===== config.mk =====
export PLATFORM = sky130hd
export DESIGN_NAME = ps2_host_tx
export DESIGN_NICKNAME = d
export VERILOG_FILES = /design/src/rtl/ps2_pkg.sv /design/src/rtl/ps2_line_filter.sv /design/src/rtl/ps2_host_tx.sv
export SDC_FILE = /design/constraint.sdc
export NUM_CORES = 1
export LEC_CHECK = 0
export BUFFER_PORTS_ARGS = -buffer_cell sky130_fd_sc_hd__buf_2
export CAP_MARGIN = 20
export CORE_MARGIN = 2
export CORE_UTILIZATION = 40
export DETAILED_ROUTE_END_ITERATION = 8
export PLACE_DENSITY = 0.62
export SLEW_MARGIN = 20
export SYNTH_ARGS = -nofsm -noshare
export SYNTH_HDL_FRONTEND = slang
export SYNTH_SLANG_ARGS = --single-unit

===== constraint.sdc =====
create_clock -name clk -period 4.15 [get_ports clk]
set_clock_uncertainty 0.15 [all_clocks]
set_input_delay 0.2075 -clock clk [delete_from_list [all_inputs] [get_ports clk]]
set_output_delay 0.2075 -clock clk [all_outputs]
set_load 0.005 [all_outputs]

===== src/rtl/ps2_pkg.sv =====
// Shared PS/2 definitions: host transmitter state encoding, frame size and
// default timing constants for a 24 MHz system clock.
package ps2_pkg;

    typedef enum logic [2:0] {
        IDLE,
        INHIBIT,
        REQ,
        SHIFT,
        ACK,
        WAITREL,
        ERR
    } ps2_state_e;

    localparam int PS2_FRAME_BITS        = 11;
    localparam int PS2_INHIBIT_CYCLES    = 2400;
    localparam int PS2_START_TIMEOUT     = 360000;
    localparam int PS2_XFER_TIMEOUT      = 48000;
    localparam int PS2_FILTER_LEN        = 8;

    function automatic logic odd_parity(input logic [7:0] data);
        return ~^data;
    endfunction

endpackage


===== src/rtl/ps2_line_filter.sv =====
// Synchronises one raw PS/2 line into the clk domain and rejects glitches
// shorter than FILTER_LEN samples; reports the accepted level and 1->0 strobe.
module ps2_line_filter #(
    parameter int FILTER_LEN = 8
) (
    input  logic clk,
    input  logic reset,
    input  logic line_i,
    output logic level_o,
    output logic fall_o
);

    localparam int CW = $clog2(FILTER_LEN + 1);

    logic [1:0]    sync_q;
    logic          level_q, level_d;
    logic          fall_q;
    logic [CW-1:0] cnt_q, cnt_d;

    // A new level is accepted only after FILTER_LEN consecutive differing samples.
    always_comb begin
        level_d = level_q;
        cnt_d   = '0;
        if (sync_q[1] != level_q) begin
            if (cnt_q == CW'(FILTER_LEN - 1)) begin
                level_d = sync_q[1];
            end else begin
                cnt_d = cnt_q + 1'b1;
            end
        end
    end

    always_ff @(posedge clk or posedge reset) begin
        if (reset) begin
            sync_q  <= 2'b11;
            level_q <= 1'b1;
            cnt_q   <= '0;
            fall_q  <= 1'b0;
        end else begin
            sync_q  <= {sync_q[0], line_i};
            level_q <= level_d;
            cnt_q   <= cnt_d;
            fall_q  <= level_q & ~level_d;
        end
    end

    assign level_o = level_q;
    assign fall_o  = fall_q;

endmodule


===== src/rtl/ps2_host_tx.sv =====
// Host-to-device PS/2 command transmitter: inhibits the bus, requests to send,
// shifts the byte out on device clock falls and checks the device ACK.
module ps2_host_tx
    import ps2_pkg::*;
#(
    parameter int INHIBIT_CYCLES = PS2_INHIBIT_CYCLES,
    parameter int START_TIMEOUT  = PS2_START_TIMEOUT,
    parameter int XFER_TIMEOUT   = PS2_XFER_TIMEOUT,
    parameter int FILTER_LEN     = PS2_FILTER_LEN
) (
    input  logic       clk,
    input  logic       reset,
    input  logic [7:0] tx_data,
    input  logic       tx_valid,
    output logic       tx_ready,
    output logic       busy,
    output logic       tx_done,
    output logic       tx_error,
    input  logic       ps2_clk_i,
    input  logic       ps2_data_i,
    output logic       ps2_clk_oe,
    output logic       ps2_data_oe
);

    localparam int TMO_MAX_A = (START_TIMEOUT > XFER_TIMEOUT) ? START_TIMEOUT : XFER_TIMEOUT;
    localparam int TMO_MAX   = (TMO_MAX_A > INHIBIT_CYCLES) ? TMO_MAX_A : INHIBIT_CYCLES;
    localparam int TW        = $clog2(TMO_MAX + 1);

    ps2_state_e    state_q, state_d;
    logic [8:0]    shift_q, shift_d;
    logic [3:0]    bitcnt_q, bitcnt_d;
    logic [TW-1:0] tmo_q, tmo_d;
    logic          data_oe_q, data_oe_d;
    logic          done_q, done_d;

    logic clk_lvl, clk_fall, data_lvl, data_fall_unused;
    logic xfer_expired;

    ps2_line_filter #(.FILTER_LEN(FILTER_LEN)) u_clk_filt (
        .clk     (clk),
        .reset   (reset),
        .line_i  (ps2_clk_i),
        .level_o (clk_lvl),
        .fall_o  (clk_fall)
    );

    ps2_line_filter #(.FILTER_LEN(FILTER_LEN)) u_data_filt (
        .clk     (clk),
        .reset   (reset),
        .line_i  (ps2_data_i),
        .level_o (data_lvl),
        .fall_o  (data_fall_unused)
    );

    assign xfer_expired = (tmo_q == TW'(XFER_TIMEOUT - 1));

    // SHIFT -> ACK -> WAITREL share one transfer window that starts at fall 1,
    // so the counter is not cleared on those two internal transitions.
    always_comb begin
        state_d   = state_q;
        shift_d   = shift_q;
        bitcnt_d  = bitcnt_q;
        data_oe_d = data_oe_q;
        done_d    = 1'b0;
        tmo_d     = (tmo_q == TW'(TMO_MAX)) ? tmo_q : tmo_q + 1'b1;

        case (state_q)
            IDLE: begin
                tmo_d     = '0;
                data_oe_d = 1'b0;
                if (tx_valid) begin
                    shift_d  = {odd_parity(tx_data), tx_data};
                    bitcnt_d = '0;
                    state_d  = INHIBIT;
                end
            end
            INHIBIT: begin
                if (tmo_q == TW'(INHIBIT_CYCLES - 1)) begin
                    data_oe_d = 1'b1;
                    tmo_d     = '0;
                    state_d   = REQ;
                end
            end
            REQ: begin
                if (clk_fall) begin
                    data_oe_d = ~shift_q[0];
                    shift_d   = {1'b0, shift_q[8:1]};
                    bitcnt_d  = 4'd1;
                    tmo_d     = '0;
                    state_d   = SHIFT;
                end else if (tmo_q == TW'(START_TIMEOUT - 1)) begin
                    data_oe_d = 1'b0;
                    tmo_d     = '0;
                    state_d   = ERR;
                end
            end
            SHIFT: begin
                if (clk_fall) begin
                    bitcnt_d = bitcnt_q + 4'd1;
                    if (bitcnt_q == 4'd9) begin
                        data_oe_d = 1'b0;
                        state_d   = ACK;
                    end else begin
                        data_oe_d = ~shift_q[0];
                        shift_d   = {1'b0, shift_q[8:1]};
                    end
                end else if (xfer_expired) begin
                    data_oe_d = 1'b0;
                    tmo_d     = '0;
                    state_d   = ERR;
                end
            end
            ACK: begin
                if (clk_fall) begin
                    bitcnt_d = 4'd11;
                    if (data_lvl) begin
                        tmo_d   = '0;
                        state_d = ERR;
                    end else begin
                        state_d = WAITREL;
                    end
                end else if (xfer_expired) begin
                    tmo_d   = '0;
                    state_d = ERR;
                end
            end
            WAITREL: begin
                if (clk_lvl && data_lvl) begin
                    done_d  = 1'b1;
                    tmo_d   = '0;
                    state_d = IDLE;
                end else if (xfer_expired) begin
                    tmo_d   = '0;
                    state_d = ERR;
                end
            end
            ERR: begin
                data_oe_d = 1'b0;
                tmo_d     = '0;
                state_d   = IDLE;
            end
            default: begin
                data_oe_d = 1'b0;
                tmo_d     = '0;
                state_d   = IDLE;
            end
        endcase
    end

    always_ff @(posedge clk or posedge reset) begin
        if (reset) begin
            state_q   <= IDLE;
            shift_q   <= '0;
            bitcnt_q  <= '0;
            tmo_q     <= '0;
            data_oe_q <= 1'b0;
            done_q    <= 1'b0;
        end else begin
            state_q   <= state_d;
            shift_q   <= shift_d;
            bitcnt_q  <= bitcnt_d;
            tmo_q     <= tmo_d;
            data_oe_q <= data_oe_d;
            done_q    <= done_d;
        end
    end

    assign tx_ready    = (state_q == IDLE);
    assign busy        = (state_q != IDLE);
    assign tx_done     = done_q;
    assign tx_error    = (state_q == ERR);
    assign ps2_clk_oe  = (state_q == INHIBIT);
    assign ps2_data_oe = data_oe_q;

endmodule


### Word-level counts from Yosys, hierarchy flattened

Index checks and enable logic that the tools add are counted.

| cells by class | value |
|---|---|
| bitwise gates (word level) | 4 |
| equality and inequality tests | 24 |
| multiplexer cells | 46 |
| add/sub/neg operators | 4 |
| reduce and logical (&&, ||, !) cells | 12 |

Operators by type and width:

| operator | number |
|---|---|
| 19-bit 2-to-1 mux | 9 |
| 19-bit case mux with 5 select lines | 1 |
| 19-bit == test, second input constant | 2 |
| 9-bit 2-to-1 mux | 4 |
| 4-bit 2-to-1 mux | 8 |
| 3-bit 2-to-1 mux | 9 |
| 9-bit case mux with 3 select lines | 1 |
| 19-bit by 1-bit adder with 19-bit output, second input constant | 1 |
| 19-bit by 12-bit == test with 1-bit output, second input constant | 1 |
| 19-bit by 16-bit == test with 1-bit output, second input constant | 1 |
| 3-bit case mux with 6 select lines | 1 |
| 4-bit case mux with 4 select lines | 1 |
| 4-bit by 1-bit adder with 4-bit output, second input constant | 3 |
| 1-bit 2-to-1 mux | 10 |
| 5-bit AND reduction | 2 |
| 3-bit == test, second input constant | 3 |
| 4-bit by 3-bit == test with 1-bit output, second input constant | 2 |
| 2-bit by 1-bit inequality test with 1-bit output, second input constant | 4 |
| 4-bit AND reduction | 2 |
| 8-bit XNOR reduction | 1 |
| 3-bit by 2-bit == test with 1-bit output, second input constant | 2 |
| 3-bit by 2-bit inequality test with 1-bit output, second input constant | 2 |
| 3-bit nonzero test | 2 |
| 4-bit == test, second input constant | 1 |
| 13 further kinds | 17 |

| storage, ports and cells | value |
|---|---|
| output and inout bits | 6 |
| word-level logic and storage cells | 103 |
| register bits | 52 |
| input port bits | 13 |

### Logic depth before layout (Yosys ltp)

Gate-level depths: netlist (run 1).

| logic depth | value |
|---|---|
| word-level depth | 5 |
| depth in mapped cells | 9 |
| depth with buffers taken out | 7 |

### By module

Synthesis (run 1) repeated with hierarchy kept, for this count alone.

| second synthesis, totals | value |
|---|---|
| cells, all modules | 287 |
| area total of the unflattened synthesis | 2864.0 um^2 |

Modules (own cells, without submodules):

| module | sequential area each (um^2) | instances | cells each | area each (um^2) |
|---|---|---|---|---|
| ps2_host_tx | 925.9 | 1 | 243 | 2233.4 |
| ps2_line_filter | 203.9 | 2 | 22 | 315.3 |

### Least setup slack after synthesis (run 1)

Ideal clock, no wire load.

| timing | value |
|---|---|
| path type | register -> register |
| start point | register tmo_q[1] |
| end point | register state_q[2] |
| clock period less this slack | 2063 ps |
| data arrival time | 1845 ps |
| data required time | 3932 ps |
| cell stages (with the launch flop) | 7 |
| slack | 2087 ps |
| library setup time | 68 ps |
| buffers on the path | 0 |
| cell sequence | dfrtp_1 -> ha_1 -> and4_4 -> nand2_2 -> o41a_1 -> o32ai_2 -> and4b_1 |

| on the way | value |
|---|---|
| cells in the longest elaborated chain, start to end | 4 |
| elaborated cells between the ends (all ways) | 11 |
| those cells by class | eq/ne: 5; mux: 5; reduce/logical: 1 |

RTL lines:

| item | line | text |
|---|---|---|
| start, declared | ps2_host_tx.sv:32 | `logic [TW-1:0] tmo_q, tmo_d;` |
| start signal, assigned | ps2_host_tx.sv:162 | `tmo_q <= tmo_d;` |
| 19-bit by 16-bit == test with 1-bit output | ps2_host_tx.sv:55 | `assign xfer_expired = (tmo_q == TW'(XFER_TIMEOUT - 1));` |
| 3-bit 2-to-1 mux | -- |  |
| 3-bit 2-to-1 mux, on equally long branches | -- |  |
| 3-bit case mux with 6 select lines | -- |  |
| end signal, assigned | ps2_host_tx.sv:159 | `state_q <= state_d;` |
| end, declared | ps2_host_tx.sv:29 | `ps2_state_e state_q, state_d;` |

Several ways; a longest one is shown, not always the timed one.
A chain may end at the register's enable or synchronous reset.

### Worst setup path after layout (run 1)

| timing | value |
|---|---|
| start point | register state_q[2] |
| end point | register tmo_q[5] |

| on the way | value |
|---|---|
| cells in the longest elaborated chain, start to end | 2 |
| elaborated cells between the ends (all ways) | 6 |
| those cells by class | eq/ne: 5; mux: 1 |

RTL lines:

| item | line | text |
|---|---|---|
| 3-bit == test (tied with other cells) | ps2_host_tx.sv:67 | `case (state_q)` |
| 19-bit case mux with 5 select lines * | ps2_host_tx.sv:67 |  |
| via tmo_d[5] | ps2_host_tx.sv:32 |  |

Mark *: on every way through the listed nets, which the timed path passes. The rest lies on a longest branch.

==> key figures, run 1 <==
Drt
  – Via density per instance: 5.11
  – Drt wl/cell: 13.0 µm
  – DR pass1 iterations: 4
  – DRT Wirelength: 5660 µm
  – Drt drc: 0
  – Routed Antenna Nets: 0
  – Initial drt markers: 108
  – Vias: 2,216

Final layout
  – Proportion of layout cells with a drive suffix above 1: 13.7%
  – Final Instance Count excl. Fillers: 434
  – Fin nets: 353
  – Area of the multi-input gates: 1470 µm²
  – Area delta synth->final: 10.0%
  – Fill cells: 728
  – Antenna cells: 0
  – Design Area, Final: 3190 µm²
  – Storage cell area: 1310 µm²

Logic synthesis
  – Yosys cell types: 58
  – Cell Area, Synth: 2900 µm²
  – Register area share after synthesis: 45.1%
  – Count leader, synth: nor2_1
  – Synthesis-stage register bit count: 52
  – Synth area leaders: dfrtp_1 40%, xnor2_1 7.2%, nor2_1 6.3%
  – Ys flop type: dfrtp_1
  – Fraction of registers with async set/reset: 100%
  – Synth Area per Inst: 9.16 µm²
  – Syn_nets: 336
  – Yosys warns: 0
  – Top cells by count, synth: 49 x nor2_1, 46 x dfrtp_1, 36 x nand2_1, 24 x xnor2_1, 13 x nand3_1
  – Post-synth top area cell: dfrtp_1
  – Post-synth EDFFs: 0
  – Yosys top cell area share: 39.6%
  – Syn Inst Count: 317

Floorplanning
  – Initial Util: 40.7%
  – Core ar.: 7140 µm²
  – Die area: 7960 µm²
  – Row cnt: 31
  – I/O pins: 19
  – DIE WIDTH: 89.2 µm
  – Die Span Y: 89.2 µm

STA
  – Post-layout min period: 2.54 ns
  – Post-route setup TNS: 0 ns
  – Finish-stage setup viols: 0
  – RSZ-0062 raised after global routing: false
  – Worst-margin pin slew: 0.793 ns
  – Fin. max-slew vios: 0
  – Setup ws final: 1.61 ns
  – Period utilization: 61.1%
  – Fmax: 394 MHz
  – Slew margin rel.: 47.0%
  – Hold Violations, Final: 0

Global routing
  – Largest net degree at the start of global routing: 53
  – Initial antenna violation count: 0
  – Total track usage: 15.8%
  – Vias in the first global route: 2,238
  – GR Overflow Total: 0
  – First-pass GRT wire length: 9980 µm

Setup path
  – Critical path arrival: 2.56 ns
  – Critical path peak fanout: 19
  – Critical Path RT: 4.17 ns
  – Worst setup path class: reg -> reg
  – Worst r2r src: state_q[2]$_DFFE_PP0P_
  – Worst reg2reg endpoint: tmo_q[5]$_DFF_PP0_
  – Worst setup endpoint: tmo_q[5]$_DFF_PP0_
  – Critical Path Start Type: register
  – Endpoint class of the critical path: register
  – R2R cell count: 5
  – Worst R2R Setup Slack: 1.61 ns
  – CP Launch Point: state_q[2]$_DFFE_PP0P_

Clocking
  – Total CTS buffers: 5
  – Sink Count: 52
  – TritonCTS clock tree: yes
  – Clock latency on the worst-skew pair: 0.32 ns
  – Root Buffer: clkbuf_8
  – Worst-path clk slew: 0.10 ns
  – CTS max path bufs: 2
  – CTS H-tree depth: 2

Placement
  – Dpl hpwl: 3810 µm
  – Routability congestion estimate from global placement: 0.854
  – DP Worst Slack: 1.58 ns
  – DP Area: 3040 µm²
  – Buffers added on ports: 18
  – Dpl cells: 420

Outcome
  – Status: complete, no violations

Power
  – Max VDD drop: 0.199 mV
  – PnR Total Power: 1.66 mW
  – Lkg Pwr: 1.27 nW
  – PwrDens: 520 nW/µm²

Worst hold path
  – Hold Path Class: in -> reg
  – Hold path depth: 3

Run
  – Max-cap viol count: 0
cell families after synthesis:
family                     Yosys count  share of synthesized area [%]
AOI/OAI and AO/OA                   48                           11.3
xor gates and xnor gates            28                           8.44
adders and majority gates            6                           2.59
buffers and inverters               25                           4.18
DFF                                 52                           45.1
muxes                                5                           1.85
and+or+nand+nor                    153                           26.6
registers in the layout (all words and copies together), names as in the netlist:
name	cells
tmo_q	19
shift_q	9
bitcnt_q	4
u_clk_filt.cnt_q	4
u_data_filt.cnt_q	4
state_q	3
u_clk_filt.sync_q	2
u_data_filt.sync_q	2
ps2_data_oe	1
tx_done	1
u_clk_filt.fall_o	1
u_clk_filt.level_o	1
u_data_filt.level_o	1
per-layer routing:
metal	GRT usage, %	up-vias	wire length [µm]
met5	0	-	0
met4	5.16	0	83
met3	3.14	7	175
met2	26.1	28	2570
met1	21.0	1047	2830
li1	-	1134	-
layout by cell type, fill, tap and decap left out, drive strengths merged, types with 4 or more instances in the layout:
cell / count
nor2: 49
dfrtp: 46
nand2: 37
xnor2: 24
buf: 19
nand3: 13
o21ai: 13
nor3: 11
inv: 10
a21oi: 9
a31oi: 8
ha: 6
dlygate4sd3: 6
dfstp: 6
clkbuf: 5
and2: 4
xor2: 4
nor4: 4
worst min path at each step:
stage                     from                              to  slack (ns)
floorplan            ps2_clk_i  u_clk_filt.sync_q[0]$_DFF_PP1_        0.06
global placement     ps2_clk_i  u_clk_filt.sync_q[0]$_DFF_PP1_        0.16
detailed placement   ps2_clk_i  u_clk_filt.sync_q[0]$_DFF_PP1_        0.17
CTS                 tx_data[4]          shift_q[4]$_DFFE_PP0P_      0.0003
global route        tx_data[5]          shift_q[5]$_DFFE_PP0P_        0.01
finish              tx_data[4]          shift_q[4]$_DFFE_PP0P_       0.006
cell type report:
type	instances	share of cell area, %
Clock buffer	5	2.15
Clock inverter	3	0.744
Inverter	10	1.18
Multi-Input combinational cell	240	46.1
Sequential cell	52	41.0
Tap cell	99	3.88
Timing Repair Buffer	25	4.94
report_power, final:
group / switching, mW / internal, mW
Clock: 0.178 / 0.120
Sequential: 0.141 / 0.632
Combinational: 0.331 / 0.259
Total: 0.650 / 1.01
timing repair:
| action | in CTS | in global routing |
|---|---|---|
| setup buffers | 0 | 0 |
| endpoints found under the setup margin | 0 | 0 |
| gates resized for setup | 0 | 0 |
| hold buffers | 6 | 0 |
| hold endpoints to repair | 51 | 0 |
per-stage QoR:
step / util, % / hold WS (ns)
after detailed placement: 42.6 / 0.165
after CTS: 44.8 / 0.000317
final: 44.8 / 0.00604
after floorplan: - / 0.0620
after global routing: 44.8 / 0.0140
after global placement: 42.6 / 0.164
critical path, cell delays in order (launching register included):
cell and delay (ns):
dfrtp_1 0.62, nand2b_1 0.52, o21ai_0 0.17, a21oi_1 0.18, o2111a_1 0.64, nor2_1 0.12
No activity file was read; power rests on OpenSTA's default activity.
==> run 2, diff against run 1 <==
--- a/config.mk
+++ b/config.mk
@@ -5,12 +5,13 @@
 export SDC_FILE = /design/constraint.sdc
 export NUM_CORES = 1
 export LEC_CHECK = 0
+export ABC_AREA = 1
 export BUFFER_PORTS_ARGS = -buffer_cell sky130_fd_sc_hd__buf_2
 export CAP_MARGIN = 20
 export CORE_MARGIN = 2
 export CORE_UTILIZATION = 40
 export DETAILED_ROUTE_END_ITERATION = 8
-export PLACE_DENSITY = 0.62
+export PLACE_DENSITY = 0.64
 export SLEW_MARGIN = 20
 export SYNTH_ARGS = -nofsm -noshare
 export SYNTH_HDL_FRONTEND = slang
==> constraint.sdc (replaced) <==
create_clock -name clk -period 2.2 [get_ports clk]
set_clock_uncertainty 0.15 [all_clocks]
set_input_delay 0.11 -clock clk [delete_from_list [all_inputs] [get_ports clk]]
set_output_delay 0.11 -clock clk [all_outputs]
set_load 0.005 [all_outputs]
==> run 2 against run 1 <==
  * Sequential share of layout area down 3.1 points
  * Largest power group is now combinational logic
  * Highest routed layer unchanged
  * Clock power is 99% higher
  * Register-to-register slack got worse by 1.4 ns
  * Cell count rose by 22%
  * Non-clock buffer count rose by 10
  * Total power rose by 120%
  * Critical endpoint is now tmo_q[6]$_DFF_PP0_
  * Largest cell class unchanged
  * First-iteration DRC count rose by 1.9%
==> key figures, run 2 <==
Global routing
  – Largest net degree at the start of global routing: 53 (unchanged)
  – Busiest layer in global routing: met2
  – Total track usage: 15.6% (-0.22 points)
  – First-pass GRT wire length: 10,700 µm (+6.9%)
  – Vias in the first global route: 2,401 (+7.3%)
  – Global routing usage on met3: 3.01% (-0.13 points)
  – Initial antenna violation count: 0 (unchanged)
  – Met2 usage: 26.1% (+0.059 points)
  – M1 GR Usage: 20.5% (-0.53 points)
  – GR Overflow Total: 0 (unchanged)

Setup path
  – Worst reg2reg endpoint: tmo_q[6]$_DFF_PP0_
  – Critical path peak fanout: 19 (unchanged)
  – Critical Path RT: 2.25 ns (-1.92 ns)
  – Worst r2r src: tmo_q[0]$_DFF_PP0_
  – Critical path arrival: 2.06 ns (-0.50 ns)
  – Worst setup path class: reg -> reg
  – Critical Path Start Type: register
  – Endpoint class of the critical path: register
  – Worst R2R Setup Slack: 0.19 ns (-1.42 ns)
  – R2R cell count: 11 (+6)

Drt
  – Via density per instance: 4.72 (-7.6%)
  – DRT Wirelength: 6090 µm (+7.6%)
  – Drt wl/cell: 11.5 µm (-12%)
  – Drt drc: 0 (unchanged)
  – Routed Antenna Nets: 0 (unchanged)
  – Vias: 2,505 (+13%)
  – DR pass1 iterations: 4 (unchanged)
  – Initial drt markers: 110 (+1.9%)

Logic synthesis
  – Syn Inst Count: 393 (+24%)
  – Synthesis-stage register bit count: 52 (unchanged)
  – Syn_nets: 412 (+23%)
  – Post-synth EDFFs: 0 (unchanged)
  – Yosys top cell area share: 38.2% (-1.4 points)
  – Top cells by count, synth: 88 x nand2_1, 67 x nor2_1, 50 x inv_1, 46 x dfrtp_1, 27 x nand3_1
  – Count leader, synth: nand2_1
  – Synth Area per Inst: 7.67 µm² (-16%)
  – Synth area leaders: dfrtp_1 38%, nand2_1 11%, nor2_1 8.3%
  – Ys flop type: dfrtp_1
  – Yosys warns: 0 (unchanged)
  – Yosys cell types: 31 (-47%)
  – Cell Area, Synth: 3010 µm² (+3.8%)
  – Register area share after synthesis: 43.4% (-1.6 points)
  – Post-synth top area cell: dfrtp_1
  – Fraction of registers with async set/reset: 100% (unchanged)

Floorplanning
  – Row cnt: 31 (unchanged)
  – DIE WIDTH: 90.8 µm (+1.8%)
  – Initial Util: 41.3% (+0.64 points)
  – Die Span Y: 90.8 µm (+1.8%)
  – I/O pins: 19 (unchanged)
  – Core ar.: 7290 µm² (+2.2%)
  – Die area: 8250 µm² (+3.6%)

Final layout
  – Most frequent cells in the layout: 88 x nand2_1, 67 x nor2_1, 49 x inv_1
  – Proportion of layout cells with a drive suffix above 1: 13.9% (+0.16 points)
  – Antenna cells: 0 (unchanged)
  – Largest Register: tmo_q
  – Area delta synth->final: 14.6%
  – Final Instance Count excl. Fillers: 531 (+22%)
  – Top flop regs: tmo_q (19), shift_q (9)
  – Most common cell after layout, fill and taps aside: nand2_1
  – Fin nets: 450 (+27%)
  – Fill cells: 761 (+4.5%)
  – Largest register FFs: 19 (unchanged)

Clocking
  – CTS H-tree depth: 2 (unchanged)
  – TritonCTS clock tree: yes
  – Post-CTS Resized: 0 (unchanged)
  – Clock latency on the worst-skew pair: 0.31 ns (about the same)
  – CTS max path bufs: 2 (unchanged)
  – Root Buffer: clkbuf_8
  – Sink Count: 52 (unchanged)
  – Total CTS buffers: 5 (unchanged)
  – Worst-path clk slew: 0.10 ns (about the same)

STA
  – Fin. max-slew vios: 0 (unchanged)
  – Post-layout min period: 2.01 ns (-0.529 ns)
  – RSZ-0062 raised after global routing: false
  – Finish-stage setup viols: 0 (unchanged)
  – Hold Violations, Final: 0 (unchanged)
  – Post-route setup TNS: 0 ns (unchanged)
  – Setup ws final: 0.192 ns (-1.42 ns)
  – Period utilization: 91.3% (+30 points)
  – Slew margin rel.: 57.3% (+10 points)
  – Fmax: 498 MHz (+26%)
  – Worst-margin pin slew: 0.640 ns (-0.153 ns)

Worst hold path
  – Hold Path Class: in -> reg
  – Hold path start: tx_data[5]
  – Hold Path End: shift_q[5]$_DFFE_PP0P_
  – Hold path depth: 5 (+2)

Placement
  – Buffers added on ports: 18 (unchanged)
  – Dpl hpwl: 4450 µm (+17%)
  – Routability congestion estimate from global placement: 0.857 (+0.35%)
  – Dpl cells: 512 (+22%)
  – DP Worst Slack: 0.190 ns (-1.39 ns)

Power
  – Max VDD drop: 0.335 mV (+68%)
  – PwrDens: 1050 nW/µm² (+100%)
  – Lkg Pwr: 1.63 nW (+28%)

Run
  – Max-cap viol count: 0 (unchanged)

Outcome
  – Status: complete, no violations
run 2: changes by cell type after synthesis, sizes merged, moves of 13 or more:
cell   before  now
inv        10   52
nand2      37   91
nand3      13   27
nor2       49   73
o21ai      13   28
xnor2      24   11
xor2        4   18
run 2: critical path, cell delays in order, from the launching register on:
cell and delay [ns]:
dfrtp_1 0.41, ha_1 0.19, nand2_1 0.11, nor2_4 0.18, nand2_2 0.09, inv_1 0.08, nand3_1 0.08, nand2_1 0.10
nand2_1 0.15, nor2_4 0.17, buf_12 0.15, nor2_1 0.05
run 2: per-stage QoR:
stage / power (mW) / hold slack (ns) / utilization [%] / area, µm²
final: 3.63 / 0.0110 / 47.4 / 3450
after global routing: 3.97 / 0.0390 / 47.4 / 3450
after CTS: 3.64 / 0.00386 / 47.2 / 3440
after detailed placement: 3.02 / 0.0711 / 44.6 / 3250
after global placement: 3.00 / 0.0697 / 44.6 / 3250
after floorplan: 2.61 / -0.0355 / - / 3010
run 2: kinds of logic after synthesis:
group	after synthesis	synth area share (%)
buf+inv	57	7.93
fa+ha+maj	6	2.49
flops	52	43.4
xor+xnor	29	8.43
compound gates	35	6.19
mux	1	0.374
simple gates	213	31.2
run 2: worst max path at each step:
stage                             startpoint                   to  slack [ns]  cells past startpoint
after floorplan           tmo_q[0]$_DFF_PP0_   tmo_q[7]$_DFF_PP0_        0.33                     11
after global placement    tmo_q[0]$_DFF_PP0_  tmo_q[13]$_DFF_PP0_        0.28                     11
after detailed placement  tmo_q[0]$_DFF_PP0_  tmo_q[11]$_DFF_PP0_        0.19                     11
after CTS                 tmo_q[0]$_DFF_PP0_  tmo_q[11]$_DFF_PP0_        0.16                     11
after global routing      tmo_q[0]$_DFF_PP0_   tmo_q[8]$_DFF_PP0_       0.008                     11
final                     tmo_q[0]$_DFF_PP0_   tmo_q[6]$_DFF_PP0_        0.19                     11
run 2: timing repair:
item,CTS,global route
hold buffers,9,0
endpoints found under the setup margin,0,19
buffers inserted,0,2
hold endpoints to repair,54,0
run 2: per-layer routing:
| layer | vias to the layer above | share of wire (%) |
|---|---|---|
| li1 | 1296 | - |
| met1 | 1151 | 49 |
| met2 | 52 | 47 |
| met3 | 6 | 3.4 |
| met4 | 0 | 1.0 |
| met5 | - | 0 |
run 2: cell type report:
class	count	area (µm²)	area share (%)
inverter	53	204	5.91
clock inverter	3	28.8	0.833
sequential	52	1310	37.9
clock buffer	5	68.8	1.99
multi-input combinational	284	1470	42.5
timing repair buffer	35	253	7.32
tap	99	124	3.59
run 2: power by group:
group | total [mW] | internal [mW] | leakage [nW] | switching, mW
logic | 1.67 | 0.663 | 0.903 | 1.01
registers | 1.36 | 1.19 | 0.678 | 0.172
clock network | 0.593 | 0.241 | 0.0511 | 0.353
